File: src/rtl/wb_fabric_pkg.sv
// wb_fabric_pkg: shared types, constants and aperture decode for the fabric Wishbone controller.
package wb_fabric_pkg;

    typedef enum logic [1:0] {IDLE, ACTIVE, MISS, DONE} state_t;

    localparam int NUM_SLAVES = 4;
    localparam int SEL_W = 2;
    localparam logic [31:0] DEFAULT_READ_VALUE = 32'hBAD_FAB_AC;

    typedef struct packed {
        logic             hit;
        logic [SEL_W-1:0] idx;
    } dec_t;

    // Lowest-numbered enabled slave whose aperture matches wins
    function automatic dec_t decode(
        input logic [31:0]                  adr,
        input logic [NUM_SLAVES-1:0][31:0]  bases,
        input logic [NUM_SLAVES-1:0]        en,
        input int                           lsb
    );
        dec_t d;
        d = '0;
        for (int k = NUM_SLAVES - 1; k >= 0; k--)
            if (en[k] && (adr >> lsb) == (bases[k] >> lsb)) begin
                d.hit = 1'b1;
                d.idx = SEL_W'(k);
            end
        return d;
    endfunction

endpackage

File: src/rtl/wb_fabric_arbiter_ctrl_if.sv
// wb_fabric_arbiter_ctrl_if: bridge-side and slave-side Wishbone signals plus error-log access.
interface wb_fabric_arbiter_ctrl_if #(parameter int AW = 17);
    import wb_fabric_pkg::*;

    logic [AW-1:0]              WBs_ADR_i;
    logic                       WBs_CYC_i;
    logic                       WBs_STB_i;
    logic [31:0]                WBs_DAT_o;
    logic                       WBs_ACK_o;
    logic [NUM_SLAVES-1:0]      WBs_CYC_s_o;
    logic [NUM_SLAVES-1:0]      WBs_ACK_s_i;
    logic [32*NUM_SLAVES-1:0]   WBs_DAT_s_i;
    logic                       Err_Clr_i;
    logic                       Bus_Err_o;
    logic [AW-1:0]              Err_Adr_o;
    logic [7:0]                 Err_Cnt_o;

    modport slave (
        input  WBs_ADR_i, WBs_CYC_i, WBs_STB_i, WBs_ACK_s_i, WBs_DAT_s_i, Err_Clr_i,
        output WBs_DAT_o, WBs_ACK_o, WBs_CYC_s_o, Bus_Err_o, Err_Adr_o, Err_Cnt_o
    );

    modport master (
        output WBs_ADR_i, WBs_CYC_i, WBs_STB_i, WBs_ACK_s_i, WBs_DAT_s_i, Err_Clr_i,
        input  WBs_DAT_o, WBs_ACK_o, WBs_CYC_s_o, Bus_Err_o, Err_Adr_o, Err_Cnt_o
    );

endinterface

File: src/rtl/wb_fabric_err_log.sv
// wb_fabric_err_log: sticky bus-error flag, first-error address capture and saturating error count.
module wb_fabric_err_log #(
    parameter int AW = 17
) (
    input  logic          clk_i,
    input  logic          rst_i,
    input  logic          clr_i,
    input  logic          err_i,
    input  logic [AW-1:0] adr_i,
    output logic          flag_o,
    output logic [AW-1:0] adr_o,
    output logic [7:0]    cnt_o
);

    logic          flag_q, flag_d;
    logic [AW-1:0] adr_q, adr_d;
    logic [7:0]    cnt_q, cnt_d;

    // A new error beats a simultaneous clear
    always_comb begin
        flag_d = err_i | (flag_q & ~clr_i);
        adr_d  = (err_i && (!flag_q || clr_i)) ? adr_i : clr_i ? '0 : adr_q;
        cnt_d  = err_i ? (clr_i ? 8'd1 : cnt_q + {7'd0, cnt_q != 8'hFF}) : clr_i ? 8'd0 : cnt_q;
    end

    always_ff @(posedge clk_i) begin
        if (rst_i) begin
            flag_q <= 1'b0;
            adr_q  <= '0;
            cnt_q  <= '0;
        end else begin
            flag_q <= flag_d;
            adr_q  <= adr_d;
            cnt_q  <= cnt_d;
        end
    end

    assign flag_o = flag_q;
    assign adr_o  = adr_q;
    assign cnt_o  = cnt_q;

endmodule

File: src/rtl/wb_fabric_arbiter_ctrl.sv
// wb_fabric_arbiter_ctrl: decodes bridge cycles onto one fabric slave, returns ACK/data,
// and terminates unmapped or silent accesses with a default value and an error log entry.
module wb_fabric_arbiter_ctrl #(
    parameter int                   APERWIDTH          = 17,
    parameter int                   APERSIZE           = 10,
    parameter logic [APERWIDTH-1:0] SLAVE_BASE_0       = 17'h00000,
    parameter logic [APERWIDTH-1:0] SLAVE_BASE_1       = 17'h04000,
    parameter logic [APERWIDTH-1:0] SLAVE_BASE_2       = 17'h05000,
    parameter logic [APERWIDTH-1:0] SLAVE_BASE_3       = 17'h06000,
    parameter logic [3:0]           SLAVE_EN           = 4'b0111,
    parameter int                   TIMEOUT_CYCLES     = 16,
    parameter logic [31:0]          DEFAULT_READ_VALUE = wb_fabric_pkg::DEFAULT_READ_VALUE
) (
    input  logic                    WBs_CLK_i,
    input  logic                    WBs_RST_i,
    wb_fabric_arbiter_ctrl_if.slave bus
);
    import wb_fabric_pkg::*;

    localparam logic [NUM_SLAVES-1:0][31:0] BASES = {
        32'(SLAVE_BASE_3), 32'(SLAVE_BASE_2), 32'(SLAVE_BASE_1), 32'(SLAVE_BASE_0)
    };

    state_t               state_q, state_d;
    logic [SEL_W-1:0]     sel_q, sel_d;
    logic [APERWIDTH-1:0] adr_q, adr_d;
    logic [7:0]           cnt_q, cnt_d;
    dec_t                 dec;
    logic                 active, ack_sel, timeout, err;

    assign dec     = decode(32'(bus.WBs_ADR_i), BASES, SLAVE_EN, APERSIZE + 2);
    assign active  = state_q == ACTIVE;
    assign ack_sel = bus.WBs_ACK_s_i[sel_q];
    assign timeout = cnt_q == 8'(TIMEOUT_CYCLES - 1);

    always_comb begin
        state_d = state_q;
        sel_d   = sel_q;
        adr_d   = adr_q;
        cnt_d   = cnt_q;
        case (state_q)
            IDLE: if (bus.WBs_CYC_i && bus.WBs_STB_i) begin
                adr_d   = bus.WBs_ADR_i;
                sel_d   = dec.idx;
                cnt_d   = '0;
                state_d = dec.hit ? ACTIVE : MISS;
            end
            ACTIVE: begin
                cnt_d   = cnt_q + 8'd1;
                state_d = !bus.WBs_CYC_i ? IDLE : (ack_sel || timeout) ? DONE : ACTIVE;
            end
            MISS:    state_d = bus.WBs_CYC_i ? DONE : IDLE;
            DONE:    state_d = bus.WBs_STB_i ? DONE : IDLE;
            default: state_d = IDLE;
        endcase
    end

    always_ff @(posedge WBs_CLK_i) begin
        if (WBs_RST_i) begin
            state_q <= IDLE;
            sel_q   <= '0;
            adr_q   <= '0;
            cnt_q   <= '0;
        end else begin
            state_q <= state_d;
            sel_q   <= sel_d;
            adr_q   <= adr_d;
            cnt_q   <= cnt_d;
        end
    end

    assign bus.WBs_CYC_s_o = active ? NUM_SLAVES'(1) << sel_q : '0;
    assign bus.WBs_ACK_o   = bus.WBs_CYC_i & ((state_q == MISS) | (active & (ack_sel | timeout)));
    assign bus.WBs_DAT_o   = (active && ack_sel) ? bus.WBs_DAT_s_i[32*sel_q +: 32] : DEFAULT_READ_VALUE;
    // Any termination not carried by the selected slave's own ACK is a miss or timeout
    assign err             = bus.WBs_ACK_o & ~(active & ack_sel);

    wb_fabric_err_log #(.AW(APERWIDTH)) u_err_log (
        .clk_i  (WBs_CLK_i),
        .rst_i  (WBs_RST_i),
        .clr_i  (bus.Err_Clr_i),
        .err_i  (err),
        .adr_i  (adr_q),
        .flag_o (bus.Bus_Err_o),
        .adr_o  (bus.Err_Adr_o),
        .cnt_o  (bus.Err_Cnt_o)
    );

endmodule

File: src/flat_wrapper.sv
// flat-port wrapper written by rule: the top's interface ports become plain ports
module wb_fabric_arbiter_ctrl_flat import wb_fabric_pkg::*;
#(
    parameter int                   APERWIDTH          = 17,
    parameter int                   APERSIZE           = 10,
    parameter logic [APERWIDTH-1:0] SLAVE_BASE_0       = 17'h00000,
    parameter logic [APERWIDTH-1:0] SLAVE_BASE_1       = 17'h04000,
    parameter logic [APERWIDTH-1:0] SLAVE_BASE_2       = 17'h05000,
    parameter logic [APERWIDTH-1:0] SLAVE_BASE_3       = 17'h06000,
    parameter logic [3:0]           SLAVE_EN           = 4'b0111,
    parameter int                   TIMEOUT_CYCLES     = 16,
    parameter logic [31:0]          DEFAULT_READ_VALUE = wb_fabric_pkg::DEFAULT_READ_VALUE
)
  (WBs_CLK_i, WBs_RST_i, bus_WBs_ADR_i, bus_WBs_CYC_i, bus_WBs_STB_i, bus_WBs_ACK_s_i, bus_WBs_DAT_s_i, bus_Err_Clr_i, bus_WBs_DAT_o, bus_WBs_ACK_o, bus_WBs_CYC_s_o, bus_Bus_Err_o, bus_Err_Adr_o, bus_Err_Cnt_o);
  wb_fabric_arbiter_ctrl_if #(.AW(17)) bus_i ();
  input  logic WBs_CLK_i;
  input  logic WBs_RST_i;
  input wire logic [$bits(bus_i.WBs_ADR_i)-1:0] bus_WBs_ADR_i;
  input wire logic [$bits(bus_i.WBs_CYC_i)-1:0] bus_WBs_CYC_i;
  input wire logic [$bits(bus_i.WBs_STB_i)-1:0] bus_WBs_STB_i;
  input wire logic [$bits(bus_i.WBs_ACK_s_i)-1:0] bus_WBs_ACK_s_i;
  input wire logic [$bits(bus_i.WBs_DAT_s_i)-1:0] bus_WBs_DAT_s_i;
  input wire logic [$bits(bus_i.Err_Clr_i)-1:0] bus_Err_Clr_i;
  output wire logic [$bits(bus_i.WBs_DAT_o)-1:0] bus_WBs_DAT_o;
  output wire logic [$bits(bus_i.WBs_ACK_o)-1:0] bus_WBs_ACK_o;
  output wire logic [$bits(bus_i.WBs_CYC_s_o)-1:0] bus_WBs_CYC_s_o;
  output wire logic [$bits(bus_i.Bus_Err_o)-1:0] bus_Bus_Err_o;
  output wire logic [$bits(bus_i.Err_Adr_o)-1:0] bus_Err_Adr_o;
  output wire logic [$bits(bus_i.Err_Cnt_o)-1:0] bus_Err_Cnt_o;
  assign bus_i.WBs_ADR_i = bus_WBs_ADR_i;
  assign bus_i.WBs_CYC_i = bus_WBs_CYC_i;
  assign bus_i.WBs_STB_i = bus_WBs_STB_i;
  assign bus_i.WBs_ACK_s_i = bus_WBs_ACK_s_i;
  assign bus_i.WBs_DAT_s_i = bus_WBs_DAT_s_i;
  assign bus_i.Err_Clr_i = bus_Err_Clr_i;
  assign bus_WBs_DAT_o = bus_i.WBs_DAT_o;
  assign bus_WBs_ACK_o = bus_i.WBs_ACK_o;
  assign bus_WBs_CYC_s_o = bus_i.WBs_CYC_s_o;
  assign bus_Bus_Err_o = bus_i.Bus_Err_o;
  assign bus_Err_Adr_o = bus_i.Err_Adr_o;
  assign bus_Err_Cnt_o = bus_i.Err_Cnt_o;
  wb_fabric_arbiter_ctrl #(.APERWIDTH(APERWIDTH), .APERSIZE(APERSIZE), .SLAVE_BASE_0(SLAVE_BASE_0), .SLAVE_BASE_1(SLAVE_BASE_1), .SLAVE_BASE_2(SLAVE_BASE_2), .SLAVE_BASE_3(SLAVE_BASE_3), .SLAVE_EN(SLAVE_EN), .TIMEOUT_CYCLES(TIMEOUT_CYCLES), .DEFAULT_READ_VALUE(DEFAULT_READ_VALUE)) u_core (.WBs_CLK_i(WBs_CLK_i), .WBs_RST_i(WBs_RST_i), .bus(bus_i));
endmodule
File: config.mk
export PLATFORM = sky130hd
export DESIGN_NAME = wb_fabric_arbiter_ctrl_flat
export DESIGN_NICKNAME = d
export VERILOG_FILES = /design/src/rtl/wb_fabric_pkg.sv /design/src/rtl/wb_fabric_arbiter_ctrl_if.sv /design/src/rtl/wb_fabric_err_log.sv /design/src/rtl/wb_fabric_arbiter_ctrl.sv /design/src/flat_wrapper.sv
export SDC_FILE = /design/constraint.sdc
export NUM_CORES = 1
export LEC_CHECK = 0
export ABC_CLOCK_PERIOD_IN_PS = 3900
export BUFFER_PORTS_ARGS = -buffer_cell sky130_fd_sc_hd__buf_2
export CORE_UTILIZATION = 39
export CTS_BUF_LIST = sky130_fd_sc_hd__clkbuf_8
export CTS_CLUSTER_SIZE = 40
export DETAILED_ROUTE_END_ITERATION = 12
export PLACE_DENSITY_LB_ADDON = 0.25
export SKIP_CTS_REPAIR_TIMING = 1
export SYNTH_ARGS = -nofsm -noshare
export SYNTH_HDL_FRONTEND = slang
export SYNTH_SLANG_ARGS = --single-unit
File: constraint.sdc
create_clock -name WBs_CLK_i -period 3.9 [get_ports WBs_CLK_i]
set_input_delay 0.39 -clock WBs_CLK_i [delete_from_list [all_inputs] [get_ports WBs_CLK_i]]
set_output_delay 0.39 -clock WBs_CLK_i [all_outputs]
set_load 0.01 [all_outputs]
==> flow_summary_export.csv, run 1 <==
group,metric,value,unit
clock_tree,clockRootBuffer,"clkbuf_8",
detailed_routing,vias_per_cell,5.597,
worst_setup_path,crit_buf_inv,1,
yosys,yosysUniqueCellTypes,36,
sta,finalCritPeriodShare,75.62,%
worst_setup_path,r2r-end,"u_core.u_err_log.cnt_o[5]",
hold_path,min_to,"u_core.adr_q[3]",
final_layout,nets,734,
worst_setup_path,r2r_slack,1.18,ns
yosys,synth-edff-count,0,
sta,hold_slack,0.3106,ns
die,start_util,40.93,%
clock_tree,htreeDepth,2,
global_route,grtUsageTotal,27.62,%
worst_setup_path,crit_chain,"nor2b_1 -> nand2_1 -> or2_2 -> buf_2",
detailed_routing,drtIter0Drc,259,
worst_setup_path,slowest_stage,"nor2b_1",
global_route,antenna_found_initial,3,
yosys,yosys_warnings,0,
sta,min_period,2.949,ns
detailed_routing,drt.antenna.violating_nets,0,
yosys,syn_inst,385,
placement,gp_congestion,0.8692,
worst_setup_path,path_delay_family,"simple AND/OR/NAND/NOR gates",
hold_path,min_path_cells,3,
yosys,syn_area,3431,um^2
power,power,1176,uW
global_route,grt_pass1_vias,3554,
power,power.density,251.3,nW/um^2
detailed_routing,vias,3834,
die,io_pins,217,
die,num_rows,33,
global_route,grt_pass1_wl,18.91,mm
yosys,yosys-top-cells-area,"dfxtp_1, mux4_2, a21oi_1, nand2_1, or2_2",
yosys,synth_top_area_share,32.09,%
yosys,async_flop_share,0,%
die,die_w,95.79,um
sta,fin_setup_tns,0,ns
sta,worstMarginPinSlew,1.091,ns
placement,place_ws,1.116,ns
clock_tree,cts_buffers,5,
clock_tree,path_clk_slew,0.09,ns
final_layout,finalNonFillerCells,685,
die,die_area,9176,um^2
yosys,synth.most_common_cell,"dfxtp_1",
sta,rsz0062_at_grt,"no",
detailed_routing,drtPass1Iterations,4,
global_route,grt_max_degree,50,
clock_tree,cts_buffer_depth,2,
worst_setup_path,crit_path_start_kind,"register",
placement,port_buffers,216,
power,vdd_drop_max,154.5,uV
yosys,synth_commonest_cells,"dfxtp_1, a21oi_1, nand2_1",
global_route,overflow,0,
clock_tree,clock_latency,0.30,ns
detailed_routing,drc_errors,0,
worst_setup_path,path_class,"reg2out",
worst_setup_path,critPathArrivalTime,2.56,ns
die,core,8382,um^2
clock_tree,cts_tree,"built",
worst_setup_path,r2r-start,"u_core.sel_q[0]",
sta,maxSlewViolCount,0,
hold_path,min_from,"bus_WBs_ADR_i[3]",
run_status,outcome,"finished clean",
sta,timing.fmax,339.1,MHz
die,dieHeight,95.79,um
placement,dp_hpwl,9.861,mm
placement,place_inst,675,
worst_setup_path,required,3.51,ns
final_layout,drive_gt1_share,49.83,%
job,maxCapViolCount,0,
hold_path,hold_class,"in2reg",
detailed_routing,detail_route.wl_per_cell,18.50,um
yosys,syn_nets,542,
sta,slew_headroom,27.01,%
sta,timing.final.ws_setup,0.9507,ns
power,power.leakage,0.001979,uW
yosys,yosysSeqAreaShare,32.09,%
yosys,synth_top_flop_cell,"dfxtp_1",
worst_setup_path,critPathCaptureType,"output pin",
final_layout,areaGrowthSynthToFinish,36.40,%
yosys,ys_seq_elements,55,
detailed_routing,routed_wl,12.67,mm
sta,hold_violations,0,
clock_tree,cts_sinks,55,
yosys,yosysTopAreaCell,"dfxtp_1",
worst_setup_path,path_max_fanout,21,
yosys,synth.avg_cell_area,8.911,um^2
sta,setup-violations-final,0,
worst_setup_path,reg2reg_depth,4,
sta,finalClockSkew,0.006967,ns
worst_setup_path,critPathMaxStageDelay,0.58,ns
[report_power, final]
part / switching, uW / internal, uW / leakage (uW)
logic: 97.0 / 105 / 0.00147
clock network: 182 / 208 / 0.0000612
registers: 10.8 / 573 / 0.000446
[metal layers]
| metal | up-vias | track usage [%] | wire length [um] |
|---|---|---|---|
| met2 | 183 | 42.44 | 6016 |
| met3 | 10 | 7.899 | 1108 |
| met4 | 0 | 7.587 | 133 |
| met1 | 1844 | 37.86 | 5414 |
| li1 | 1797 | - | - |
| met5 | - | 0 | 0 |
[cell families after synthesis]
family | after synthesis | share of synthesized area [%]
AOI/OAI and AO/OA | 96 | 15.72
adders and majority gates | 3 | 1.094
buffers and inverters | 37 | 4.194
DFF | 55 | 32.09
muxes | 33 | 21.66
and+or+nand+nor | 161 | 25.24
[metrics by stage]
stage | area [um^2] | util (%)
after floorplan | 3431 | -
after global placement | 4557 | 54.37
after detailed placement | 4557 | 54.37
after CTS | 4674 | 55.77
after global routing | 4679 | 55.83
final | 4679 | 55.83
[worst max path at each step]
stage	startpoint	to	slack [ns]	depth (start not counted)
2_1_floorplan	u_core.sel_q[0]	bus_WBs_DAT_o[23]	1.46	4
3_3_place_gp	bus_WBs_ACK_s_i[2]	u_core.u_err_log.cnt_o[7]	1.15	5
3_5_place_dp	bus_WBs_ACK_s_i[2]	u_core.u_err_log.cnt_o[5]	1.12	5
4_1_cts	u_core.state_q[0]	bus_WBs_DAT_o[3]	0.96	4
5_1_grt	u_core.state_q[0]	bus_WBs_DAT_o[3]	0.69	4
6_report	u_core.state_q[0]	bus_WBs_DAT_o[3]	0.95	4
[layout by cell type (no fill, tap or decap), types with 3 or more instances in the layout]
cell | netlist | final
a21oi_1 | 54 | 54
ha_1 | 3 | 3
nand2_1 | 44 | 44
nand3_1 | 24 | 24
mux4_2 | 33 | 33
nor2_1 | 8 | 8
nor2b_1 | 19 | 19
nand2b_1 | 4 | 4
o21ai_0 | 28 | 28
buf_4 | 0 | 5
dfxtp_1 | 55 | 54
buf_2 | 4 | 216
or4_1 | 5 | 5
or3_1 | 7 | 7
and3_1 | 14 | 14
nand3b_1 | 4 | 4
or2_2 | 23 | 23
clkbuf_8 | 0 | 6
[worst reg2reg max path: stages (launching register included)]
cell	delay (ns)
dfxtp_2	0.36
mux4_2	0.67
o41a_1	0.86
or4_1	0.62
a21oi_1	0.15
[layout make-up]
cell class	instances	area (um^2)
diodes	2	5.005
clock buffers	6	82.58
fillers	802	3702
inverters	1	3.754
multi-input cells	293	2201
flip-flops and latches	55	1102
repair buffers	221	1119
well taps	105	131.4
clock inverters	2	35.03
[flip-flops by register name, indices dropped and copies added (netlist names)]
signal and flops:
u_core.state_q 2, u_core.u_err_log.cnt_o 8, u_core.sel_q 2, u_core.cnt_q 8, u_core.adr_q 17, u_core.u_err_log.adr_o 17, u_core.u_err_log.flag_o 1
(Power assumes the default switching activity.)
==> inputs of run 2 (changes only) <==
--- a/config.mk
+++ b/config.mk
@@ -5,7 +5,7 @@
 export SDC_FILE = /design/constraint.sdc
 export NUM_CORES = 1
 export LEC_CHECK = 0
-export ABC_CLOCK_PERIOD_IN_PS = 3900
+export ABC_CLOCK_PERIOD_IN_PS = 2750
 export BUFFER_PORTS_ARGS = -buffer_cell sky130_fd_sc_hd__buf_2
 export CORE_UTILIZATION = 39
 export CTS_BUF_LIST = sky130_fd_sc_hd__clkbuf_8
==> constraint.sdc (replaced) <==
create_clock -name WBs_CLK_i -period 2.75 [get_ports WBs_CLK_i]
set_input_delay 0.275 -clock WBs_CLK_i [delete_from_list [all_inputs] [get_ports WBs_CLK_i]]
set_output_delay 0.275 -clock WBs_CLK_i [all_outputs]
set_load 0.01 [all_outputs]
==> flow_summary_export.csv, run 2 (same netlist as run 1, synthesis figures left out) <==
group,metric,value,unit
power,vdd_drop_max,234.9,uV
placement,dp_hpwl,9.909,mm
sta,timing.fmax,399.8,MHz
die,num_rows,33,
clock_tree,path_clk_slew,0.10,ns
global_route,grt_pass1_wl,18.86,mm
detailed_routing,drc_errors,0,
die,io_pins,217,
hold_path,min_to,"u_core.adr_q[3]",
sta,maxSlewViolCount,0,
worst_setup_path,critPathArrivalTime,2.23,ns
detailed_routing,drtPass1Iterations,4,
global_route,grt_max_degree,38,
sta,rsz0062_at_grt,"no",
hold_path,min_path_cells,3,
final_layout,final_common_cell,"buf_2",
die,start_util,40.93,%
final_layout,drive_gt1_share,50.34,%
clock_tree,cts_buffers,5,
power,clkPwrFrac,29.4,%
detailed_routing,vias,3813,
die,die_area,9176,um^2
detailed_routing,detail_route.wl_per_cell,18.25,um
power,p_int,1172,uW
power,combPwrFrac,18.4,%
placement,port_buffers,216,
sta,fin_setup_tns,0,ns
power,power.leakage,0.001994,uW
sta,finalClockSkew,0.01146,ns
run_status,outcome,"finished clean",
die,die_w,95.79,um
clock_tree,cts_sinks,55,
worst_setup_path,r2r-end,"u_core.u_err_log.cnt_o[7]",
placement,gp_congestion,0.9158,
clock_tree,clock_latency,0.30,ns
clock_tree,cts_tree,"built",
hold_path,min_from,"bus_WBs_ADR_i[3]",
worst_setup_path,path_class,"reg2out",
worst_setup_path,reg2reg_depth,4,
detailed_routing,vias_per_cell,5.510,
worst_setup_path,required,2.48,ns
worst_setup_path,r2r_slack,0.43,ns
sta,setup-violations-final,0,
worst_setup_path,crit_chain,"buf_4 -> mux4_2 -> or2_2 -> buf_2",
worst_setup_path,r2r-start,"u_core.cnt_q[4]",
worst_setup_path,startpoint,"u_core.sel_q[0]",
final_layout,areaGrowthSynthToFinish,37.24,%
power,p_sw,411.8,uW
power,netSwitchingFraction,26.00,%
final_layout,final_cell_mix,"buf_2, a21oi_1, dfxtp_1, nand2_1, mux4_2",
clock_tree,clockRootBuffer,"clkbuf_8",
global_route,overflow,0,
final_layout,nets,740,
global_route,grtUsageTotal,27.55,%
worst_setup_path,crit_path_start_kind,"register",
placement,place_inst,681,
global_route,grt_pass1_vias,3537,
worst_setup_path,path_max_fanout,37,
sta,min_period,2.501,ns
sta,hold_violations,0,
sta,finalCritPeriodShare,90.94,%
die,dieHeight,95.79,um
power,power.density,336.4,nW/um^2
worst_setup_path,critPathCaptureType,"output pin",
job,maxCapViolCount,0,
die,core,8382,um^2
clock_tree,htreeDepth,2,
worst_setup_path,critPathMaxStageDelay,0.60,ns
final_layout,finalNonFillerCells,692,
detailed_routing,routed_wl,12.63,mm
power,seqPwrFrac,52.2,%
sta,worstMarginPinSlew,0.8547,ns
detailed_routing,drtIter0Drc,308,
clock_tree,cts_buffer_depth,2,
hold_path,hold_class,"in2reg",
detailed_routing,drt.antenna.violating_nets,0,
global_route,antenna_found_initial,3,
worst_setup_path,slowest_stage,"mux4_2",
sta,slew_headroom,42.69,%
[run 2: cell types whose count changed in the layout (fill, tap and decap cells not counted)]
cell        delta
bufinv_16      -1
diode_2        +1
clkinv_4       +1
clkinv_2       -1
buf_4          +6
clkinvlp_4     +1
[run 2: stage by stage]
stage	setup WS (ns)	power [uW]	utilization (%)	cell area (um^2)	hold WS (ns)
after floorplan	0.4265	969.1	-	3431	0.4110
after global placement	0.4962	1126	54.90	4602	0.4434
after detailed placement	0.4708	1132	54.90	4602	0.4472
after CTS	0.2064	1592	56.08	4701	0.1976
after global routing	0.1367	1649	56.17	4708	0.1964
final	0.2490	1584	56.17	4708	0.1996
[run 2: routing by layer]
metal  routed length (um)  vias up  global-route usage [%]
li1                     -     1811                       -
met1                 5354     1795                   36.63
met2                 5909      193                   43.99
met3                 1165       14                   7.425
met4                  199        0                   7.711
met5                    0        -                       0
[run 2: power by group through the flow]
stage	Combinational [uW]	Clock (uW)	Sequential, uW
CTS	289	477	826
finish	292	466	826
floorplan	129	0	840
global route	316	505	829
detailed placement	287	0	844
global placement	283	0	843
[run 2: layout make-up]
type	instances	area, um^2
diodes	3	7.507
multi-input cells	293	2201
repair buffers	227	1164
clock inverters	2	16.27
inverters	1	3.754
flip-flops and latches	55	1102
fillers	773	3674
clock buffers	6	82.58
well taps	105	131.4
[run 2: worst max-delay path by stage]
stage / to / slack [ns]
after CTS: bus_WBs_DAT_o[25] / 0.21
after global placement: u_core.u_err_log.cnt_o[5] / 0.50
final: bus_WBs_DAT_o[25] / 0.25
after global routing: bus_WBs_DAT_o[23] / 0.14
after detailed placement: u_core.u_err_log.cnt_o[7] / 0.47
after floorplan: bus_WBs_DAT_o[23] / 0.43
[run 2: critical path, delay by kind of cell, from the launching register on]
family,cells,cell delay [ns]
muxes,1,0.60
and+or+nand+nor,1,0.29
DFF,1,0.36
buffers and inverters,2,0.66
